### src/rtl/board_clock_control_pkg.sv
// Shared encodings and defaults for the board push-button conditioning and CPU clock control.
package board_clock_control_pkg;

    typedef enum logic [1:0] {
        CLK_MODE_FULL = 2'b00,
        CLK_MODE_DIV  = 2'b01,
        CLK_MODE_STEP = 2'b10,
        CLK_MODE_HALT = 2'b11
    } clk_mode_e;

    typedef enum logic [1:0] {
        DEB_RELEASED,
        DEB_CHECK_PRESS,
        DEB_PRESSED,
        DEB_CHECK_RELEASE
    } deb_state_e;

    localparam int KEY_IDX_RESET = 0;
    localparam int KEY_IDX_STEP  = 1;

    // 10 ms at 50 MHz on the board; the short value keeps simulations fast.
    localparam int DEBOUNCE_CYCLES_DEFAULT = 500000;
    localparam int DEBOUNCE_CYCLES_SIM     = 4;

endpackage

### src/rtl/board_clock_control_key_debouncer.sv
// One push-button: two-flop synchroniser, debounce FSM with stability counter,
// debounced active-high level and a single-cycle press pulse.
module board_clock_control_key_debouncer
    import board_clock_control_pkg::*;
#(
    parameter int DEBOUNCE_CYCLES = DEBOUNCE_CYCLES_DEFAULT
) (
    input  logic clock,
    input  logic reset,
    input  logic key_n,
    output logic key_level,
    output logic key_press
);

    localparam int CNT_W = (DEBOUNCE_CYCLES > 1) ? $clog2(DEBOUNCE_CYCLES) : 1;
    localparam logic [CNT_W-1:0] CNT_LAST = CNT_W'(DEBOUNCE_CYCLES - 1);

    logic             sync_p0;
    logic             sync_p1;
    logic             pressed;
    deb_state_e       state;
    deb_state_e       state_nxt;
    logic [CNT_W-1:0] cnt;
    logic [CNT_W-1:0] cnt_nxt;
    logic             level_nxt;
    logic             press_nxt;

    // Synchroniser stage: flops idle at 1 so a reset looks like a released button.
    always_ff @(posedge clock or posedge reset) begin
        if (reset) begin
            sync_p0 <= 1'b1;
            sync_p1 <= 1'b1;
        end else begin
            sync_p0 <= key_n;
            sync_p1 <= sync_p0;
        end
    end

    assign pressed = ~sync_p1;

    // Debounce stage: state, counter and registered outputs.
    always_ff @(posedge clock or posedge reset) begin
        if (reset) begin
            state     <= DEB_RELEASED;
            cnt       <= '0;
            key_level <= 1'b0;
            key_press <= 1'b0;
        end else begin
            state     <= state_nxt;
            cnt       <= cnt_nxt;
            key_level <= level_nxt;
            key_press <= press_nxt;
        end
    end

    always_comb begin
        state_nxt = state;
        cnt_nxt   = cnt;
        level_nxt = key_level;
        press_nxt = 1'b0;
        case (state)
            DEB_RELEASED: begin
                if (pressed) begin
                    state_nxt = DEB_CHECK_PRESS;
                    cnt_nxt   = '0;
                end
            end
            DEB_CHECK_PRESS: begin
                if (!pressed) begin
                    state_nxt = DEB_RELEASED;
                end else if (cnt == CNT_LAST) begin
                    state_nxt = DEB_PRESSED;
                    level_nxt = 1'b1;
                    press_nxt = 1'b1;
                end else begin
                    cnt_nxt = cnt + CNT_W'(1);
                end
            end
            DEB_PRESSED: begin
                if (!pressed) begin
                    state_nxt = DEB_CHECK_RELEASE;
                    cnt_nxt   = '0;
                end
            end
            DEB_CHECK_RELEASE: begin
                // Release is silent: only the level drops, no pulse.
                if (pressed) begin
                    state_nxt = DEB_PRESSED;
                end else if (cnt == CNT_LAST) begin
                    state_nxt = DEB_RELEASED;
                    level_nxt = 1'b0;
                end else begin
                    cnt_nxt = cnt + CNT_W'(1);
                end
            end
            default: begin
                state_nxt = DEB_RELEASED;
                cnt_nxt   = '0;
                level_nxt = 1'b0;
            end
        endcase
    end

endmodule

### src/rtl/board_clock_control.sv
// Board button conditioning plus CPU clock-enable / reset generation
// (full speed, divided, single-step, halt).
module board_clock_control
    import board_clock_control_pkg::*;
#(
    parameter int NUM_KEYS        = 4,
    parameter int DEBOUNCE_CYCLES = DEBOUNCE_CYCLES_DEFAULT,
    parameter int DIV_WIDTH       = 26
) (
    input  logic                clock,
    input  logic                reset,
    input  logic [NUM_KEYS-1:0] key_n,
    input  logic [1:0]          clock_mode,
    input  logic [4:0]          div_exp,
    output logic [NUM_KEYS-1:0] key_level,
    output logic [NUM_KEYS-1:0] key_press,
    output logic                cpu_clock_enable,
    output logic                cpu_reset
);

    // Last divider value of a period of 2^(e+1), saturating at 2^DIV_WIDTH.
    function automatic logic [DIV_WIDTH-1:0] div_terminal(input logic [4:0] e);
        if (int'(e) + 1 >= DIV_WIDTH) begin
            return '1;
        end
        return (DIV_WIDTH'(1) << (int'(e) + 1)) - DIV_WIDTH'(1);
    endfunction

    for (genvar k = 0; k < NUM_KEYS; k++) begin : g_key
        board_clock_control_key_debouncer #(
            .DEBOUNCE_CYCLES (DEBOUNCE_CYCLES)
        ) u_debouncer (
            .clock     (clock),
            .reset     (reset),
            .key_n     (key_n[k]),
            .key_level (key_level[k]),
            .key_press (key_press[k])
        );
    end

    clk_mode_e            mode_p0;
    logic [4:0]           dexp_p0;
    logic [DIV_WIDTH-1:0] div_cnt_p0;
    logic [DIV_WIDTH-1:0] div_term;
    logic                 div_hit;
    logic                 cfg_chg;
    logic                 step_hit;
    logic                 en_nxt;

    assign cfg_chg  = (clk_mode_e'(clock_mode) != mode_p0) || (div_exp != dexp_p0);
    assign div_term = div_terminal(dexp_p0);
    assign div_hit  = (div_cnt_p0 == div_term);
    // A step press only counts when the mode being entered (or kept) is step.
    assign step_hit = key_press[KEY_IDX_STEP] && (clk_mode_e'(clock_mode) == CLK_MODE_STEP);

    always_comb begin
        en_nxt = 1'b0;
        case (mode_p0)
            CLK_MODE_FULL: en_nxt = 1'b1;
            CLK_MODE_DIV:  en_nxt = div_hit && !cfg_chg;
            default:       en_nxt = 1'b0;
        endcase
        if (step_hit) begin
            en_nxt = 1'b1;
        end
        if (cpu_reset) begin
            en_nxt = 1'b1;
        end
    end

    // Configuration stage: mode register and free-running divider.
    always_ff @(posedge clock or posedge reset) begin
        if (reset) begin
            mode_p0    <= CLK_MODE_FULL;
            dexp_p0    <= '0;
            div_cnt_p0 <= '0;
        end else begin
            mode_p0    <= clk_mode_e'(clock_mode);
            dexp_p0    <= div_exp;
            div_cnt_p0 <= (cfg_chg || div_hit) ? '0 : div_cnt_p0 + DIV_WIDTH'(1);
        end
    end

    // Output stage: core reset request and clock enable.
    always_ff @(posedge clock or posedge reset) begin
        if (reset) begin
            cpu_reset        <= 1'b1;
            cpu_clock_enable <= 1'b0;
        end else begin
            cpu_reset        <= key_level[KEY_IDX_RESET];
            cpu_clock_enable <= en_nxt;
        end
    end

endmodule
### config.mk
export PLATFORM = sky130hd
export DESIGN_NAME = board_clock_control
export DESIGN_NICKNAME = d
export VERILOG_FILES = /design/src/rtl/board_clock_control_pkg.sv /design/src/rtl/board_clock_control_key_debouncer.sv /design/src/rtl/board_clock_control.sv
export SDC_FILE = /design/constraint.sdc
export NUM_CORES = 1
export LEC_CHECK = 0
export ABC_AREA = 0
export CORE_MARGIN = 4
export CORE_UTILIZATION = 50
export CTS_CLUSTER_DIAMETER = 40
export DETAILED_ROUTE_END_ITERATION = 7
export PLACE_DENSITY = 0.67
export SETUP_SLACK_MARGIN = 0.3
export SLEW_MARGIN = 20
export SYNTH_ARGS = -nofsm -noshare
export SYNTH_HDL_FRONTEND = slang
export SYNTH_SLANG_ARGS = --single-unit
### constraint.sdc
create_clock -name clock -period 13.6 [get_ports clock]
set_input_delay 2.72 -clock clock [delete_from_list [all_inputs] [get_ports clock]]
set_output_delay 2.72 -clock clock [all_outputs]
set_load 0.01 [all_outputs]
Yosys cells after proc, flatten, opt, wreduce, memory -nomap -nowiden
Cells that the tools add are included.

Input bits: 13. Word-level logic and storage cells: 208. Flip-flop bits (word level): 135. Output and inout bits: 10.

$add $sub $neg: 7. Equality and inequality tests: 53. Muxes and demuxes: 91. Magnitude comparators: 1. Reduce and logical (&&, ||, !) cells: 26. Shift operators: 1.

Operators by type and width (count): $mux W19 (20); $pmux W19 S4 (4); $mux W26 (3); $add A19 B1 Y19 const B (4); $eq A19 B19 Y1 const B (4); $mux W2 (24); $ge A32 B6 Y1 const B (1); $ne A2 B1 Y1 const B (16); $pmux W2 S4 (4); $reduce_and A4 Y1 (8); $mux W1 (31); $add A26 B1 Y26 const B (1); $eq A26 B26 Y1 (1); $shl A1 B6 Y26 const A (1); $sub A26 B2 Y26 const B (1); $reduce_and A5 Y1 (4); $eq A2 B2 Y1 const B (9); $ne A2 B2 Y1 const B (8); $ne A3 B1 Y1 const B (4); $ne A3 B3 Y1 const B (4); $eq A2 B1 Y1 const B (5); $logic_not A2 Y1 (5); $pmux W1 S2 (5); $reduce_bool A2 Y1 (4); 6 further kinds (8).

Depth between registers and ports, before layout
Word-level depth: 9. Gate-level depth with buffers: 18. Depth with buffers taken out: 15.

Cells and area by module
Synthesis repeated with hierarchy kept, for this count alone.

Cell total of the unflattened synthesis: 1050. Area, all modules: 9295.2 sq um.

Modules (own cells, without submodules): board_clock_control (times used 1, area each 4037.6 sq um, sequential area each 877.1 sq um, cells each 497); board_clock_control_key_debouncer (g_key[0].u_debouncer ...) (times used 3, area each 1295.0 sq um, sequential area each 628.1 sq um, cells each 139); board_clock_control_key_debouncer (g_key[3].u_debouncer) (times used 1, area each 1372.6 sq um, sequential area each 628.1 sq um, cells each 136).

Worst setup path after synthesis
No wires, ideal clock.

Path kind: register to register. Start point: register dexp_p0[0]. End point: register div_cnt_p0[17]. Arrival: 3.672 ns. Setup time: 0.119 ns. Data required time: 13.481 ns. Clock period less this slack: 3.791 ns. Stages on the path, launching flop included: 18. Buffers on the path: 2. Setup slack: 9.809 ns. Cell sequence: dfrtp_1 -> ha_1 -> and2_4 -> buf_6 -> a21oi_1 -> nor2_1 -> nand2_1 -> ha_1 -> o21ai_1 -> and2_1 -> o311a_1 -> or4_1 -> a221o_1 -> nor4_2 -> o2111ai_2 -> o21bai_4 -> buf_6 -> nor2_2.

Word-level cells in the longest chain between the ends: 7. Elaborated cells between the ends (all ways): 11. Those cells by class: 2 x add/sub; 1 x order compare; 2 x eq/ne; 1 x shift; 3 x mux; 2 x reduce/logical.

RTL lines: start: declaration (line board_clock_control.sv:42) `logic [4:0] dexp_p0;`; start signal: assignment (line board_clock_control.sv:79) `dexp_p0 <= div_exp;`; $add A5 B1 Y6 (line board_clock_control.sv:23, board_clock_control.sv:26); $shl A1 B6 Y26 / $ge A32 B6 Y1 (equally long branches) (line board_clock_control.sv:26, board_clock_control.sv:23); $sub A26 B2 Y26 / $mux W1 (equally long branches) (line board_clock_control.sv:26, board_clock_control.sv:23); $mux W26 (line board_clock_control.sv:26) `return (DIV_WIDTH'(1) << (int'(e) + 1)) - DIV_WIDTH'(1);`; $eq A26 B26 Y1 (line board_clock_control.sv:52) `assign div_hit = (div_cnt_p0 == div_term);`; $logic_or A1 B1 Y1 (*) (line board_clock_control.sv:80) `div_cnt_p0 <= (cfg_chg || div_hit) ? '0 : div_cnt_p0 + DIV_WIDTH'(1);`; $mux W26 (*) (line board_clock_control.sv:80); end signal: assignment (line board_clock_control.sv:80); end: declaration (line board_clock_control.sv:43) `logic [DIV_WIDTH-1:0] div_cnt_p0;`.

Mark *: on every way between the ends. The rest lies on a longest branch, timed or not. A chain may end at the register's enable or synchronous reset.

Final worst setup path
Start point: register dexp_p0[0]. End point: register div_cnt_p0[5].

Same word-level chain as after synthesis.

==> metrics.txt <==
die width about 140 um; mux contribution to synthesized area 0.0162; synthesized net count about 950; initial antenna violation count 0; Worst-path clk slew ~0.050 ns; # H-tree levels 4; XOR/XNOR Fraction of Synth Area 0.120; HP Class reg2reg; Yosys top cell area share 0.380; Max Clk Rate between 0.15 and 0.2 GHz; Port Buffer Count 22; Worst Setup Start Kind flip-flop; Yosys reg bits 135; core area 0.0161 mm^2; Post-CTS Setup Bufs 0; critical path class reg2reg; post-CTS resize count 0; Post-Synth Simple-Gate Area 0.257; hpwl dp about 12,000 um; Initial Utilization 0.516; crit-path max FO 26; Mapped Area between 0.008 and 0.009 mm^2; Cell Pwr Density roughly 110 mW/mm^2; Compound-Gate Fraction of Synth Area 0.131; Hold Crit Start g_key[1].u_debouncer.sync_p0$_DFF_PP1_; CP peak stage delay 0.75 ns; CTS Hold Buffers Added 0; Die Area around 0.019 mm^2; DRT iter0 DRCs a little over 500; area grow syn2layout 9.62%; Post-Synth Adder-Cell Area 0.0166; Final Wtd Congestion around 0.93; leakage around 3.6 nW; worst-path cell chain ha_1 -> nor2_2 -> a21oi_1 -> nor2_1 -> nand2_1 -> ha_1 -> o21ai_1 -> and2_1 -> o311a_1 -> or4_1 -> a221o_1 -> nor4_2 -> o2111ai_2 -> o21bai_4 -> nor2_1; Die H about 140 um; CP required between 10 and 15 ns; max cap viols 0; via count roughly 6,600; Clock Tree Buf Depth 2; site row count 46; CP arrival between 5 and 6 ns; synth top area cells dfrtp_1 38%, xor2_1 6.8%, xnor2_1 5.3%; relative slew slack 0.289; sequential area share after synthesis 0.409; per-cell routed wire length 15.6 um; vias per cell roughly 5.7; largest net degree at the start of global routing 73; Final Max Tran Viols 0; first-pass GRT wire length around 30,000 um; setup_tns 0 ns; Min Hold Slack 0.354 ns; Ports 23; Final #Nets 941; Antenna Nets Post-Route 0; GRT overflow 0; Residual DRC 0; Hold Path End g_key[1].u_debouncer.sync_p1$_DFF_PP1_; Slew @ Worst Pin ~1.1 ns; Post-synth ARST share 1.00; syn avg cell area 8.99 um^2; R2R Setup Slk slightly above 8 ns; crit share post-route 0.394; FF-to-FF Start dexp_p0[0]$_DFF_PP0_; worst skew pair latency 0.41 ns; share of cells above drive strength 1 0.0935; RSZ-0062 raised after global routing false; CTS root buffer clkbuf_16; Sink Count about 140; FF-to-FF path depth 15; Ys Warns 0; Critical R2R Capture div_cnt_p0[5]$_DFF_PP0_; Routed WL 17,900 um; Period minus WS final 5.36 ns; Total GRT Usage 0.204; CTS buffer count 17; final hold vios 0; # setup viols final 0; largest family of logic cells by synthesized area simple AND/OR/NAND/NOR gates; Max VDD drop 84.0 uV; Antenna Cells 0; top cell type by total area after synthesis dfrtp_1; CP endpoint kind flip-flop; count leader, synth dfrtp_1; CTS tree yes; Layout fillers approximately 1,500; Netlist cell types between 80 and 90; vias in the first global route 6,296; Crit-path slowest cell ha_1; clk_skew 0.0102 ns; Post-synth EDFFs 0; drt first pass iters 5; most frequent cells after synthesis 126 x dfrtp_1, 104 x nor2_1, 75 x nand2_1; post-synthesis cell count between 900 and 1,000; Synth Flop Type dfrtp_1; Hold Path Depth 0; status complete, no violations; Total Power between 0.9 and 1 mW
[report_power, final]
| group | switching (mW) | leakage, nW | internal [mW] |
|---|---|---|---|
| registers | 0.0110 | 1.82 | 0.411 |
| clock network | 0.158 | 0.278 | 0.293 |
| logic | 0.0578 | 1.54 | 0.0333 |
[worst max-delay path, delay by kind of cell (launching register included)]
kind / cells / cell delay (ns)
adders and majority gates: 2 / 0.98
DFF: 1 / 0.60
and+or+nand+nor: 7 / 1.49
AOI/OAI and AO/OA: 6 / 2.14
[worst max-delay path by stage]
stage               slack, ns                          to  cells past startpoint                  from
finish                   8.24     div_cnt_p0[5]$_DFF_PP0_                     15  dexp_p0[0]$_DFF_PP0_
floorplan                7.28  asynchronous set/reset pin                      1                 reset
detailed placement       8.29     div_cnt_p0[4]$_DFF_PP0_                     15  dexp_p0[0]$_DFF_PP0_
global placement         8.54    div_cnt_p0[25]$_DFF_PP0_                     15  dexp_p0[1]$_DFF_PP0_
CTS                      8.28     div_cnt_p0[5]$_DFF_PP0_                     15  dexp_p0[0]$_DFF_PP0_
global route             7.81     div_cnt_p0[6]$_DFF_PP0_                     15  dexp_p0[1]$_DFF_PP0_
[flip-flops by register name (all words and copies together) (netlist names), named ones only]
register	flops
cpu_clock_enable	1
cpu_reset	1
dexp_p0	5
div_cnt_p0	26
g_key.u_debouncer.cnt	76
g_key.u_debouncer.key_level	4
g_key.u_debouncer.key_press	4
g_key.u_debouncer.state	4
g_key.u_debouncer.sync_p0	4
g_key.u_debouncer.sync_p1	4
mode_p0	2
[logic make-up after synthesis]
group / after synthesis
XOR/XNOR: 114
buffers and inverters: 81
AO/OA/AOI/OAI: 160
AND/OR/NAND/NOR: 408
multiplexers: 13
flip-flops: 135
adder cells (fa/ha/maj): 11
[per-layer routing]
| metal | vias up | wire [um] | GRT usage | part of all wire |
|---|---|---|---|---|
| met3 | 35 | 538 | 0.0368 | 0.030 |
| met4 | 0 | 455 | 0.0829 | 0.025 |
| met1 | 3171 | 8220 | 0.272 | 0.46 |
| li1 | 3227 | - | - | - |
| met2 | 142 | 8660 | 0.327 | 0.48 |
| met5 | - | 0 | 0 | 0 |
[metrics by stage]
stage	cell area [um^2]	instances	worst slack (ns)	util
6_report	9080	1146	8.24	0.566
5_1_grt	9080	1146	7.81	0.566
4_1_cts	9080	1146	8.28	0.565
3_5_place_dp	8500	1114	8.29	0.530
3_3_place_gp	8500	1114	8.54	0.530
2_1_floorplan	8290	922	7.28	-
[cells in the final DEF (no fill, tap or decap), drive strengths merged, types with 33 or more instances in the layout]
cell,synthesis,final
a21oi,38,38
dfrtp,126,126
inv,33,33
nand2,76,76
nand3,45,45
nand4,35,35
nor2,127,127
o21ai,50,50
xnor2,50,50
xor2,64,64
[final cells by class]
class                   count  area, um^2  share of cell area
inverters                  33         129              0.0142
flip-flops and latches    135        3390               0.373
well taps                 216         270              0.0298
clock buffers              27         473              0.0521
repair buffers             24         235              0.0259
clock inverters             5         100              0.0110
multi-input cells         706        4490               0.494
No activity file was read; power rests on OpenSTA's default activity.
